--- src/rtl/stats_pkg.sv ---
// stats_pkg: shared stat indices, command opcodes, scheduler state type and round-robin helper
package stats_pkg;

    localparam int NUM_STATS_C = 6;
    localparam int STAT_IDX_W  = 3;

    localparam logic [STAT_IDX_W-1:0] HUNGER    = 3'd0;
    localparam logic [STAT_IDX_W-1:0] HAPPINESS = 3'd1;
    localparam logic [STAT_IDX_W-1:0] HEALTH    = 3'd2;
    localparam logic [STAT_IDX_W-1:0] HYGIENE   = 3'd3;
    localparam logic [STAT_IDX_W-1:0] ENERGY    = 3'd4;
    localparam logic [STAT_IDX_W-1:0] SOCIAL    = 3'd5;

    localparam logic OP_INC = 1'b0;
    localparam logic OP_DEC = 1'b1;

    typedef enum logic {IDLE, ISSUE} state_t;

    // First set bit of req at or after ptr, wrapping modulo n; ptr is returned when none is set.
    function automatic logic [STAT_IDX_W-1:0] rr_pick(
        input logic [7:0]            req,
        input logic [STAT_IDX_W-1:0] ptr,
        input logic [3:0]            n
    );
        logic [3:0]            s;
        logic [STAT_IDX_W-1:0] r;
        logic                  found;
        r     = ptr;
        found = 1'b0;
        for (int k = 0; k < 8; k++) begin
            s = {1'b0, ptr} + 4'(k);
            if (s >= n) s = s - n;
            if (4'(k) < n && !found && req[s[2:0]]) begin
                r     = s[2:0];
                found = 1'b1;
            end
        end
        return r;
    endfunction

endpackage

--- src/rtl/lfsr8.sv ---
// lfsr8: free-running 8-bit Fibonacci LFSR, polynomial x^8+x^6+x^5+x^4+1
module lfsr8 #(
    parameter logic [7:0] SEED = 8'hA5
) (
    input  logic       clk,
    input  logic       reset,
    output logic [7:0] o_state
);

    logic [7:0] r_state;

    // Shift left every cycle, feeding back the tap XOR into bit 0.
    always_ff @(posedge clk or posedge reset) begin
        if (reset) r_state <= SEED;
        else       r_state <= {r_state[6:0], r_state[7] ^ r_state[5] ^ r_state[4] ^ r_state[3]};
    end

    assign o_state = r_state;

endmodule

--- src/rtl/stat_update_scheduler.sv ---
// stat_update_scheduler: serializes random aging increments and care decrements onto one valid/ready stream
module stat_update_scheduler
    import stats_pkg::*;
#(
    parameter int         TICK_DIV  = 10_000_000,
    parameter int         NUM_STATS = 6,
    parameter logic [7:0] LFSR_SEED = 8'hA5
) (
    input  logic                 clk,
    input  logic                 reset,
    input  logic                 tick_en,
    input  logic [NUM_STATS-1:0] action_req,
    output logic                 cmd_valid,
    input  logic                 cmd_ready,
    output logic [2:0]           cmd_idx,
    output logic                 cmd_op,
    output logic [NUM_STATS-1:0] pending,
    output logic                 aging_overrun
);

    localparam int             TW    = $clog2(TICK_DIV);
    localparam logic [TW-1:0]  TLAST = TW'(TICK_DIV - 1);
    localparam logic [2:0]     NLAST = 3'(NUM_STATS - 1);
    localparam logic [3:0]     NS4   = 4'(NUM_STATS);

    state_t               r_state, w_state_nxt;
    logic [TW-1:0]        r_timer;
    logic                 r_aging_pending;
    logic [2:0]           r_aging_idx;
    logic [2:0]           r_rr_ptr;
    logic [NUM_STATS-1:0] r_pending;
    logic                 r_cmd_valid;
    logic [2:0]           r_cmd_idx;
    logic                 r_cmd_op;
    logic                 r_overrun;

    logic [7:0]           w_lfsr;
    logic                 w_tick;
    logic                 w_hs;
    logic                 w_aging_clr;
    logic                 w_load_aging;
    logic                 w_load_care;
    logic [2:0]           w_rand_idx;
    logic [2:0]           w_care_idx;
    logic [NUM_STATS-1:0] w_care_clr;
    logic                 w_unused;

    lfsr8 #(.SEED(LFSR_SEED)) u_lfsr (
        .clk     (clk),
        .reset   (reset),
        .o_state (w_lfsr)
    );

    assign w_unused    = ^w_lfsr[7:3];
    assign w_tick      = tick_en && (r_timer == TLAST);
    assign w_rand_idx  = (w_lfsr[2:0] >= 3'(NUM_STATS)) ? w_lfsr[2:0] - 3'(NUM_STATS) : w_lfsr[2:0];
    assign w_care_idx  = rr_pick(8'(r_pending), r_rr_ptr, NS4);
    assign w_hs        = (r_state == ISSUE) && cmd_ready;
    assign w_aging_clr = w_hs && (r_cmd_op == OP_INC);
    assign w_care_clr  = (w_hs && r_cmd_op == OP_DEC) ? {{(NUM_STATS-1){1'b0}}, 1'b1} << r_cmd_idx : '0;

    // Next state: IDLE launches aging first, then care; ISSUE waits for the handshake.
    always_comb begin
        w_state_nxt  = r_state;
        w_load_aging = 1'b0;
        w_load_care  = 1'b0;
        if (r_state == IDLE) begin
            w_load_aging = r_aging_pending;
            w_load_care  = !r_aging_pending && |r_pending;
            w_state_nxt  = (w_load_aging || w_load_care) ? ISSUE : IDLE;
        end else if (w_hs) begin
            w_state_nxt = IDLE;
        end
    end

    // State register.
    always_ff @(posedge clk or posedge reset) begin
        if (reset) r_state <= IDLE;
        else       r_state <= w_state_nxt;
    end

    // Command register: loaded on launch, held through ISSUE, valid dropped on handshake.
    always_ff @(posedge clk or posedge reset) begin
        if (reset) begin
            r_cmd_valid <= 1'b0;
            r_cmd_idx   <= 3'd0;
            r_cmd_op    <= OP_INC;
        end else if (w_load_aging) begin
            r_cmd_valid <= 1'b1;
            r_cmd_idx   <= r_aging_idx;
            r_cmd_op    <= OP_INC;
        end else if (w_load_care) begin
            r_cmd_valid <= 1'b1;
            r_cmd_idx   <= w_care_idx;
            r_cmd_op    <= OP_DEC;
        end else if (w_hs) begin
            r_cmd_valid <= 1'b0;
        end
    end

    // Aging timer and single-entry aging queue; a tick that finds the slot still occupied is lost.
    always_ff @(posedge clk or posedge reset) begin
        if (reset) begin
            r_timer         <= '0;
            r_aging_pending <= 1'b0;
            r_aging_idx     <= 3'd0;
            r_overrun       <= 1'b0;
        end else begin
            if (tick_en) r_timer <= w_tick ? '0 : r_timer + 1'b1;
            if (w_tick && (!r_aging_pending || w_aging_clr)) begin
                r_aging_pending <= 1'b1;
                r_aging_idx     <= w_rand_idx;
            end else if (w_aging_clr) begin
                r_aging_pending <= 1'b0;
            end
            if (w_tick && r_aging_pending && !w_aging_clr) r_overrun <= 1'b1;
        end
    end

    // Care requests latch until issued; a new pulse overrides a same-cycle clear.
    always_ff @(posedge clk or posedge reset) begin
        if (reset) begin
            r_pending <= '0;
            r_rr_ptr  <= 3'd0;
        end else begin
            r_pending <= (r_pending & ~w_care_clr) | action_req;
            if (w_hs && r_cmd_op == OP_DEC) r_rr_ptr <= (r_cmd_idx == NLAST) ? 3'd0 : r_cmd_idx + 3'd1;
        end
    end

    assign cmd_valid     = r_cmd_valid;
    assign cmd_idx       = r_cmd_idx;
    assign cmd_op        = r_cmd_op;
    assign pending       = r_pending;
    assign aging_overrun = r_overrun;

endmodule

--- config.mk ---
export PLATFORM = sky130hd
export DESIGN_NAME = stat_update_scheduler
export DESIGN_NICKNAME = d
export VERILOG_FILES = /design/src/rtl/stats_pkg.sv /design/src/rtl/lfsr8.sv /design/src/rtl/stat_update_scheduler.sv
export SDC_FILE = /design/constraint.sdc
export NUM_CORES = 1
export LEC_CHECK = 0
export ABC_AREA = 1
export ABC_CLOCK_PERIOD_IN_PS = 4700
export BUFFER_PORTS_ARGS = -buffer_cell sky130_fd_sc_hd__buf_2
export CAP_MARGIN = 25
export CORE_ASPECT_RATIO = 1.25
export CORE_MARGIN = 4
export CORE_UTILIZATION = 50
export DETAILED_ROUTE_END_ITERATION = 12
export PLACE_DENSITY = 0.68
export SLEW_MARGIN = 20
export SYNTH_ARGS = -nofsm -noshare
export SYNTH_HDL_FRONTEND = slang
export SYNTH_SLANG_ARGS = --single-unit
--- constraint.sdc ---
create_clock -name clk -period 4.7 [get_ports clk]
set_input_delay 0.235 -clock clk [delete_from_list [all_inputs] [get_ports clk]]
set_output_delay 0.235 -clock clk [all_outputs]
set_load 0.05 [all_outputs]
# Yosys cells after proc, flatten, opt, wreduce, memory -nomap -nowiden
# Index checks and enable logic that the tools add are counted.
[word_totals]
regBits = 52
out_inout_bits = 12
latchBits = 0
memories = 0
mem_bits_ro = 0
ramBits = 0
[op_classes]
mux = 47
n_reduce_logical = 26
n_mul = 0
order_cmp = 13
n_addsub = 14
eq_ne = 2
bitwise = 7
n_shift = 1
div = 0
[op_table]
columns = ["operator", "count"]
rows = [
  ["3-bit 2-to-1 mux", 16],
  ["24-bit by 1-bit adder with 24-bit output, second input constant", 1],
  ["24-bit == test, second input constant", 1],
  ["3-bit by 4-bit less-than comparator with 1-bit output, second input constant", 6],
  ["24-bit 2-to-1 mux", 1],
  ["1-bit 2-to-1 mux", 23],
  ["3-bit subtractor, second input constant", 7],
  ["4-bit by 3-bit greater-or-equal comparator with 1-bit output, second input constant", 5],
  ["1-bit binary-select mux with 3-bit select", 6],
  ["1-bit logical AND", 13],
  ["3-bit by 2-bit adder with 4-bit output, second input constant", 2],
  ["3-bit by 3-bit adder with 4-bit output, second input constant", 2],
  ["1-bit zero test", 7],
  ["6-bit bitwise AND", 1],
  ["3-bit greater-or-equal comparator, second input constant", 2],
  ["6-bit 2-to-1 mux", 1],
  ["6-bit inverter", 1],
  ["6-bit OR", 1],
  ["6-bit OR reduction", 1],
  ["1-bit by 3-bit << shifter with 6-bit output, first input constant", 1],
  ["3-bit by 1-bit adder with 4-bit output, second input constant", 1],
  ["2-bit nonzero test", 2],
  ["3-bit by 1-bit adder with 3-bit output, second input constant", 1],
  ["3-bit == test, second input constant", 1],
  ["4 further kinds", 7],
]

# Longest topological paths before layout
# Gate-level depths: netlist (run 1).
[depth]
ltp_word = 22
mapped_depth = 21
ltp_nobuf = 19

# By module
# From an unflattened synthesis (run 1), not the netlist that was laid out.
[hier_totals]
cells_unflattened = 491
hier_area_um2 = 3543.4
[modules_own_cells]
columns = ["module", "cells_each", "instances", "area_per_inst_um2"]
rows = [
  ["stat_update_scheduler", 467, 1, 3270.6],
  ["lfsr8", 24, 1, 272.8],
]

# Worst setup path after synthesis (run 1)
# OpenSTA, ideal clock, no wires.
[synth_timing]
kind = "register to register"
from = "reg r_rr_ptr[0]"
to = "reg r_cmd_idx[1], in the netlist cmd_idx[1]"
required_time_ns = 4.584
path_stages_with_launch = 19
path_slack_ns = 2.384
arrival_time_ns = 2.199
setup_ns = 0.116
cell_sequence = "dfrtp_1 > buf_6 > buf_6 > inv_1 > ha_1 > inv_2 > nand2_1 > nand2_1 > nand2_2 > nand2_2 > nand2_1 > nand3_1 > nand3_4 > nor2_8 > nand3_4 > o21ai_1 > inv_1 > nand2_1 > nand2_1"
[synth_between]
elab_chain_len = 22
[synth_rtl]
columns = ["item", "line_no", "rtl"]
rows = [
  ["start: declaration", "stat_update_scheduler.sv:30", "logic [2:0] r_rr_ptr;"],
  ["start signal: assignment", "stat_update_scheduler.sv:127", "if (w_hs && r_cmd_op == OP_DEC) r_rr_ptr <= (r_cmd_idx == NLAST) ? 3'd0 : r_cmd_idx + 3'd1;"],
  ["branches (longest 19 deep; another with 3-bit by 1-bit adder with 4-bit output)", "-", ""],
  ["3-bit 2-to-1 mux (*)", "stats_pkg.sv:33", "if (4'(k) < n && !found && req[s[2:0]]) begin"],
  ["3-bit 2-to-1 mux (*)", "stat_update_scheduler.sv:92", "end else if (w_load_care) begin"],
  ["3-bit 2-to-1 mux (*)", "stat_update_scheduler.sv:88", "end else if (w_load_aging) begin"],
  ["end signal: assignment", "stat_update_scheduler.sv:90", "r_cmd_idx <= r_aging_idx;"],
  ["end signal: assignment", "stat_update_scheduler.sv:94", "r_cmd_idx <= w_care_idx;"],
  ["end: declaration", "stat_update_scheduler.sv:33", "logic [2:0] r_cmd_idx;"],
]
# Every way passes the cells marked *. The select of a mux whose other input is x is not followed.
# A chain may end at the register's enable or synchronous reset.

# Worst setup path after layout (run 1)
[layout_timing]
from = "reg r_rr_ptr[0]"
to = "reg r_cmd_idx[2], in the netlist cmd_idx[2]"
# Same word-level chain as after synthesis.

==> results of run 1 <==
==> cell families (layout without fill, tap and decap cells) <==
family	count (synthesis)	count (layout)	synth area share
adders and majority gates	12	12	0.0444
muxes	1	1	0.00333
xor gates and xnor gates	14	14	0.0362
DFF	52	52	0.386
and+or+nand+nor	232	232	0.336
buffers and inverters	81	108	0.0976
AOI/OAI and AO/OA	52	52	0.0969
==> critical path: stages, from the launching register on <==
cell and delay, ps:
dfrtp_1 840, inv_1 230, ha_1 480, nand3_1 120
nand2_1 130, nand2_2 90, nand2_2 100, nand2_1 60
nand3_1 110, nand3_4 100, nor2_8 160, nand3_4 120
o21ai_1 140, inv_1 50, nand2_1 60, nand2_1 40
==> registers in the layout, indices dropped and copies added, names as in the netlist <==
| name | flops |
|---|---|
| aging_overrun | 1 |
| cmd_idx | 3 |
| cmd_op | 1 |
| cmd_valid | 1 |
| pending | 6 |
| r_aging_idx | 3 |
| r_aging_pending | 1 |
| r_rr_ptr | 3 |
| r_state | 1 |
| r_timer | 24 |
| u_lfsr.o_state | 8 |
==> layout make-up <==
type | count | area, um2
flip-flops and latches | 52 | 1310
well taps | 87 | 109
multi-input cells | 311 | 1750
fillers | 625 | 2880
clock buffers | 5 | 68.8
inverters | 77 | 292
repair buffers | 23 | 135
clock inverters | 3 | 26.3
==> cells in the mapped netlist (3+ instances only) <==
cell type	instances
nand4_1	13
nand3_1	40
nand2_2	10
xnor2_1	4
a21oi_1	8
ha_1	12
nand2_1	110
inv_2	13
buf_6	3
o21ai_2	4
nor4_1	4
nor2_1	27
inv_1	61
o21ai_1	10
dfrtp_1	48
xor2_1	10
nand3_2	3
nor3_2	3
nor3_1	10
o21bai_1	5
o21ai_0	12
dfstp_2	4
==> stage by stage <==
step           power, W  hold WS, ps  utilization  area, um2
2_1_floorplan   0.00170          327            -       3380
6_report        0.00223          101        0.561       3680
3_5_place_dp    0.00197          250        0.545       3580
4_1_cts         0.00224         95.2        0.561       3680
3_3_place_gp    0.00195          337        0.542       3560
5_1_grt         0.00246          103        0.561       3680
==> power by group <==
part / leakage [nW] / internal (W) / total, W / switching [W]
sequential: 0.614 / 0.000512 / 0.000631 / 0.000118
combinational: 1.27 / 0.000416 / 0.00133 / 0.000919
clock: 0.0487 / 0.000109 / 0.000264 / 0.000155
total: 1.94 / 0.00104 / 0.00223 / 0.00119
==> per-layer routing <==
layer  wire [um]  vias up  track usage
met5           0        -            0
met4         214        0       0.0754
met3         149       13       0.0242
met2        3950       40        0.366
met1        3230     1345        0.259
li1            -     1492            -
==> worst max path at each step <==
| stage | startpoint | slack [ps] | end |
|---|---|---|---|
| after global placement | r_rr_ptr[0] | 1910 | cmd_idx[2] |
| final | r_rr_ptr[0] | 1770 | cmd_idx[2] |
| after CTS | r_rr_ptr[0] | 1760 | cmd_idx[2] |
| after floorplan | r_rr_ptr[0] | 2380 | cmd_idx[1] |
| after detailed placement | r_rr_ptr[0] | 1800 | cmd_idx[2] |
| after global routing | r_rr_ptr[0] | 1450 | cmd_idx[0] |
==> key figures, run 1 <==
Outcome
  • Status: complete, no violations

Critical path
  • Worst reg2reg path endpoint: cmd_idx[2]
  • RR Startpoint: r_rr_ptr[0]
  • Arrival time at the worst endpoint: 3130 ps
  • Setup slack, reg-to-reg: 1770 ps
  • Worst r2r path cells: 15
  • WS Path Type: register to register
  • Required @ worst endpoint: 4910 ps
  • Startpoint types: register
  • CP Capture Type: register
  • Max FO, Critical Path: 21

Global routing
  • Largest net degree at the start of global routing: 35
  • Vias in the first global route: 2874
  • Tot GR Track Use: 0.208
  • Global-route wire length before repair: 13300 um
  • Initial antenna violation count: 0
  • Gr ovfl total: 0

Placement
  • Post-placement cell count: 549
  • Worst slack, placed: 1800 ps
  • Post-DP HPWL: 5990 um
  • Placer congestion estimate: 0.914
  • Port bufs: 21

Timing
  • Max-slew violations: 0
  • Final Critical Period: 2930 ps
  • Worst-Margin Slew: 850 ps
  • TNS Setup: 0 ps
  • Unrepaired setup endpoints after global routing: false
  • Skew final: 18.1 ps
  • Final hold viol count: 0
  • Worst slew margin: 0.428
  • Final Setup Violations: 0
  • Final period utilization: 0.623
  • Max Freq: 0.342 GHz
  • Slack of the critical path: 1770 ps

Yosys
  • Mapped Nets: 466
  • Yosys reg bits: 52
  • Post-synth cell types: 42
  • Synth top area cells: dfrtp_1 (35%), nand2_1 (12%), inv_1 (6.8%)
  • Gate count of the mapped netlist: 444
  • Seq/Total Area, Yosys: 0.386
  • Top-area cell type share of the netlist area: 0.355
  • EDFF count, synth: 0
  • Post-Syn Area: 3380 um2
  • Synth area leader: dfrtp_1
  • Mapped Avg Cell Area: 7.62 um2
  • Async set-reset flop share out of synthesis: 1.00
  • Main synth FF type: dfrtp_1
  • Yosys warns: 0

Die
  • Starting Density: 0.516
  • Die extent in y: 100 um
  • Num rows: 33
  • Total die area: 8160 um2
  • Core box area: 6570 um2
  • Num ports: 22
  • Chip width: 81.6 um

Clocking
  • H-tree depth: 2
  • Reg clk slew, reported paths: 110 ps
  • Cts bufs inserted: 5
  • Number of gates resized after CTS: 0
  • CTS tree: done
  • Clk sinks: 52
  • Worst skew pair latency: 310 ps
  • Clock Path Buffers: 2
  • Clk root buf: clkbuf_8
  • Post-CTS Setup Inserts: 0
  • Hold_buf cts: 1

Final layout
  • Number of diodes: 0
  • Commonest non-fill, non-tap cell in the layout: nand2_1
  • Post-route insts no fill: 558
  • NumNets Final: 492
  • Most frequent cells in the layout: nand2_1 (110), inv_1 (60), dfrtp_1 (48)
  • Area Growth Syn to Fin: 8.87%
  • Layout cells sized above 1: 0.168

Routing
  • Iter 0 DRT Violations: 107
  • First drt pass iteration count: 4
  • DR WL/cell: 13.5 um
  • Via density: 5.18
  • DR vias: 2890
  • Residual DRC: 0
  • ANT nets after route: 0
  • WL final: 7540 um

Min path
  • Hold Crit Depth: 2
  • Hold EP: pending[1]
  • Hold Path Class: input pin to register
  • Hold Crit Start: action_req[1]

Run
  • Max cap viols: 0

Power and ir drop
  • Pleak: 1.94 nW
  • Maximum vdd drop: 0.000285 V
  • Power per cell area: 605 nW/um2
Power figures use the tool's default switching activity.
==> run 2, diff against run 1 <==
--- a/config.mk
+++ b/config.mk
@@ -5,15 +5,15 @@
 export SDC_FILE = /design/constraint.sdc
 export NUM_CORES = 1
 export LEC_CHECK = 0
-export ABC_AREA = 1
-export ABC_CLOCK_PERIOD_IN_PS = 4700
+export ABC_AREA = 0
+export ABC_CLOCK_PERIOD_IN_PS = 2600
 export BUFFER_PORTS_ARGS = -buffer_cell sky130_fd_sc_hd__buf_2
 export CAP_MARGIN = 25
 export CORE_ASPECT_RATIO = 1.25
 export CORE_MARGIN = 4
 export CORE_UTILIZATION = 50
 export DETAILED_ROUTE_END_ITERATION = 12
-export PLACE_DENSITY = 0.68
+export PLACE_DENSITY = 0.71
 export SLEW_MARGIN = 20
 export SYNTH_ARGS = -nofsm -noshare
 export SYNTH_HDL_FRONTEND = slang
==> constraint.sdc (replaced) <==
create_clock -name clk -period 2.6 [get_ports clk]
set_input_delay 0.13 -clock clk [delete_from_list [all_inputs] [get_ports clk]]
set_output_delay 0.13 -clock clk [all_outputs]
set_load 0.05 [all_outputs]
==> run 2 against run 1 <==
Net effect:
- the flow now finishes with violations (setup timing)
- core utilization up 7.7 points
- wire length down 4.1%
- count of clock-buffer cells in the layout stayed put
- global-route usage decreased by 0.18 points
- final area up 6.2%
- via count fell by 8.3%
- flip-flop and latch count stayed put
- area after synthesis fell by 7.4%
- synthesized cell count shrank 27%
- register-to-register slack worse by 2000 ps
- maximum frequency is 4.4% higher
- clock skew shrank 4.0 ps
- largest cell class unchanged
==> key figures, run 2 <==
Global routing
  • Tot GR Track Use: 0.206 (-0.00181)
  • Initial antenna violation count: 0 (unchanged)
  • Global-route wire length before repair: 12200 um (-8.4%)
  • M3 GR Usage: 0.0278 (+0.00359)
  • Largest net degree at the start of global routing: 31 (-11%)
  • Gr ovfl total: 0 (unchanged)
  • Global routing usage on met2: 0.375 (+0.00898)
  • Vias in the first global route: 2702 (-6.0%)
  • GR Util met1: 0.240 (-0.0186)
  • Grt peak-use layer: met2

Yosys
  • Most common cell in the synthesized netlist: dfrtp_1
  • Post-synth cell types: 62 (+48%)
  • Yosys warns: 0 (unchanged)
  • Seq/Total Area, Yosys: 0.417 (+0.0310)
  • Mapped Avg Cell Area: 9.64 um2 (+26%)
  • Synth top cells by count: dfrtp_1 (48), nand2_1 (28), nor2_1 (24)
  • Top-area cell type share of the netlist area: 0.383 (+0.0285)
  • Mapped Nets: 347 (-26%)
  • Gate count of the mapped netlist: 325 (-27%)
  • Post-Syn Area: 3130 um2 (-7.4%)
  • Async set-reset flop share out of synthesis: 1.00 (unchanged)
  • Main synth FF type: dfrtp_1
  • Synth area leader: dfrtp_1
  • EDFF count, synth: 0 (unchanged)
  • Synth top area cells: dfrtp_1 (38%), ha_1 (4.8%), xnor2_1 (4.5%)
  • Yosys reg bits: 52 (unchanged)

Final layout
  • Fillcell total: 526 (-16%)
  • Number of diodes: 0 (unchanged)
  • Area Growth Syn to Fin: 24.9%
  • Max reg flops: 24 (unchanged)
  • Most frequent cells in the layout: buf_4 (50), dfrtp_1 (46), nand2_1 (27)
  • Layout cells sized above 1: 0.298 (+0.130)
  • Most flop-heavy register: r_timer
  • Commonest non-fill, non-tap cell in the layout: buf_4
  • Post-route insts no fill: 485 (-13%)
  • NumNets Final: 421 (-14%)

Timing
  • Max Freq: 0.357 GHz (+4.4%)
  • Hold slack: 12.6 ps (-88.8 ps)
  • Final hold viol count: 0 (unchanged)
  • Slack of the critical path: -205 ps (-1980 ps)
  • Final period utilization: 1.08 (+0.456)
  • Final Critical Period: 2800 ps (-122 ps)
  • Worst-Margin Slew: 595 ps (-256 ps)
  • Skew final: 14.1 ps (-3.99 ps)
  • Unrepaired setup endpoints after global routing: true
  • Worst slew margin: 0.603 (+0.175)
  • Max-slew violations: 0 (unchanged)
  • Final Setup Violations: 3 (+3)

Clocking
  • Clk root buf: clkbuf_8
  • Reg clk slew, reported paths: 100 ps (about the same)
  • Clock Path Buffers: 2 (unchanged)
  • Clk sinks: 52 (unchanged)
  • CTS tree: done
  • Cts bufs inserted: 5 (unchanged)
  • Worst skew pair latency: 310 ps (about the same)
  • H-tree depth: 2 (unchanged)

Routing
  • Iter 0 DRT Violations: 72 (-33%)
  • DR vias: 2650 (-8.3%)
  • First drt pass iteration count: 4 (unchanged)
  • WL final: 7220 um (-4.1%)
  • ANT nets after route: 0 (unchanged)
  • Via density: 5.46 (+5.5%)
  • DR WL/cell: 14.9 um (+10%)
  • Residual DRC: 0 (unchanged)

Critical path
  • CP cell instances: ha_2 -> or2_1 -> a21bo_1 -> a31o_1 -> or4_4 -> nor3b_4 -> nand2b_2 -> o221a_1 -> o21ai_1
  • Max FO, Critical Path: 7 (-67%)
  • CP Capture Type: register
  • Max stage delay cell, worst path: or4_4
  • Buffers & Inverters on Critical Path: 0 (-2)
  • Critical Path Max Stage Delay: 570 ps (-270 ps)
  • Required @ worst endpoint: 2840 ps (-2070 ps)
  • Startpoint types: register
  • Arrival time at the worst endpoint: 3050 ps (-80 ps)
  • Largest delay share family, worst path: simple AND/OR/NAND/NOR gates
  • WS Path Type: register to register

Power and ir drop
  • Pleak: 1.80 nW (-7.2%)
  • Maximum vdd drop: 0.000491 V (+72%)
  • Power per cell area: 1120 nW/um2 (+86%)
  • Pwr Total: 0.00440 W (+97%)

Die
  • Die extent in y: 96.5 um (-3.5%)
  • Total die area: 7600 um2 (-6.8%)
  • Num ports: 22 (unchanged)
  • Core box area: 6130 um2 (-6.7%)
  • Num rows: 32 (-3.0%)
  • Chip width: 78.8 um (-3.4%)
  • Starting Density: 0.511 (-0.00409)

Placement
  • Port bufs: 21 (unchanged)
  • Post-DP HPWL: 5550 um (-7.3%)
  • Placer congestion estimate: 0.923 (+1.0%)
  • Post-placement cell count: 465 (-15%)

Run
  • Max cap viols: 0 (unchanged)

Min path
  • Hold Path Class: input pin to register

Outcome
  • Status: finished with violations
  • Failing checks: setup timing
==> run 2: logic make-up (layout without fill, tap and decap cells) <==
family	Yosys count	after routing	synth area share
and+or+nand+nor	127	127	0.213
DFF	52	52	0.417
AOI/OAI and AO/OA	64	64	0.143
buffers and inverters	25	100	0.0363
xor gates and xnor gates	30	30	0.0887
adders and majority gates	12	12	0.0479
muxes	15	15	0.0543
==> run 2: per-layer routing <==
metal	share of wire	vias to the layer above
met3	0.022	20
met1	0.42	1283
met2	0.52	40
li1	-	1307
met4	0.035	0
met5	0	-
==> run 2: worst reg2reg max path: cells and delay by family, from the launching register on <==
kind | cells | cell delay (ps)
simple gates | 4 | 1250
compound gates | 4 | 780
flops | 1 | 450
fa+ha+maj | 1 | 270
==> run 2: final timing paths <==
path                                   start                 to  slack, ps  cells after the start
max reg2reg                      r_rr_ptr[2]         cmd_idx[2]       -200                      9
max                              r_rr_ptr[2]         cmd_idx[2]       -200                      9
min in group asynchronous              reset  u_lfsr.o_state[6]        420                      3
min reg2reg                u_lfsr.o_state[6]  u_lfsr.o_state[7]        360                      0
min                            action_req[4]         pending[4]         10                      2
max in group asynchronous              reset  u_lfsr.o_state[2]       1520                      4
==> run 2: area by class of cell <==
| class | instances | area (um2) | share of cell area |
|---|---|---|---|
| Multi-Input combinational cell | 248 | 1800 | 0.461 |
| Sequential cell | 52 | 1310 | 0.335 |
| Timing Repair Buffer | 76 | 532 | 0.136 |
| Tap cell | 85 | 106 | 0.0272 |
| Clock buffer | 5 | 68.8 | 0.0176 |
| Inverter | 16 | 66.3 | 0.0169 |
| Clock inverter | 3 | 26.3 | 0.00672 |
==> run 2: timing repair <==
action	4_1_cts	5_1_grt
hold buffers	4	0
setup buffers	8	0
endpoints found under the hold margin	28	0
gates resized for setup	13	0
pin swaps	5	0
setup endpoints to repair	3	3
==> run 2: through the flow <==
stage	setup WS (ps)	instance area, um2	util	setup TNS [ps]
after floorplan	-263	3190	-	-776
after global routing	-376	3910	0.639	-1060
after global placement	-192	3660	0.598	-515
final	-205	3910	0.639	-564
after detailed placement	-255	3660	0.598	-696
after CTS	-196	3910	0.639	-546
==> run 2: power by group <==
part / switching [W] / total (W) / internal (W) / leakage [nW]
registers: 0.000141 / 0.00107 / 0.000925 / 0.649
clock network: 0.000283 / 0.000479 / 0.000196 / 0.0423
logic: 0.00143 / 0.00285 / 0.00142 / 1.11
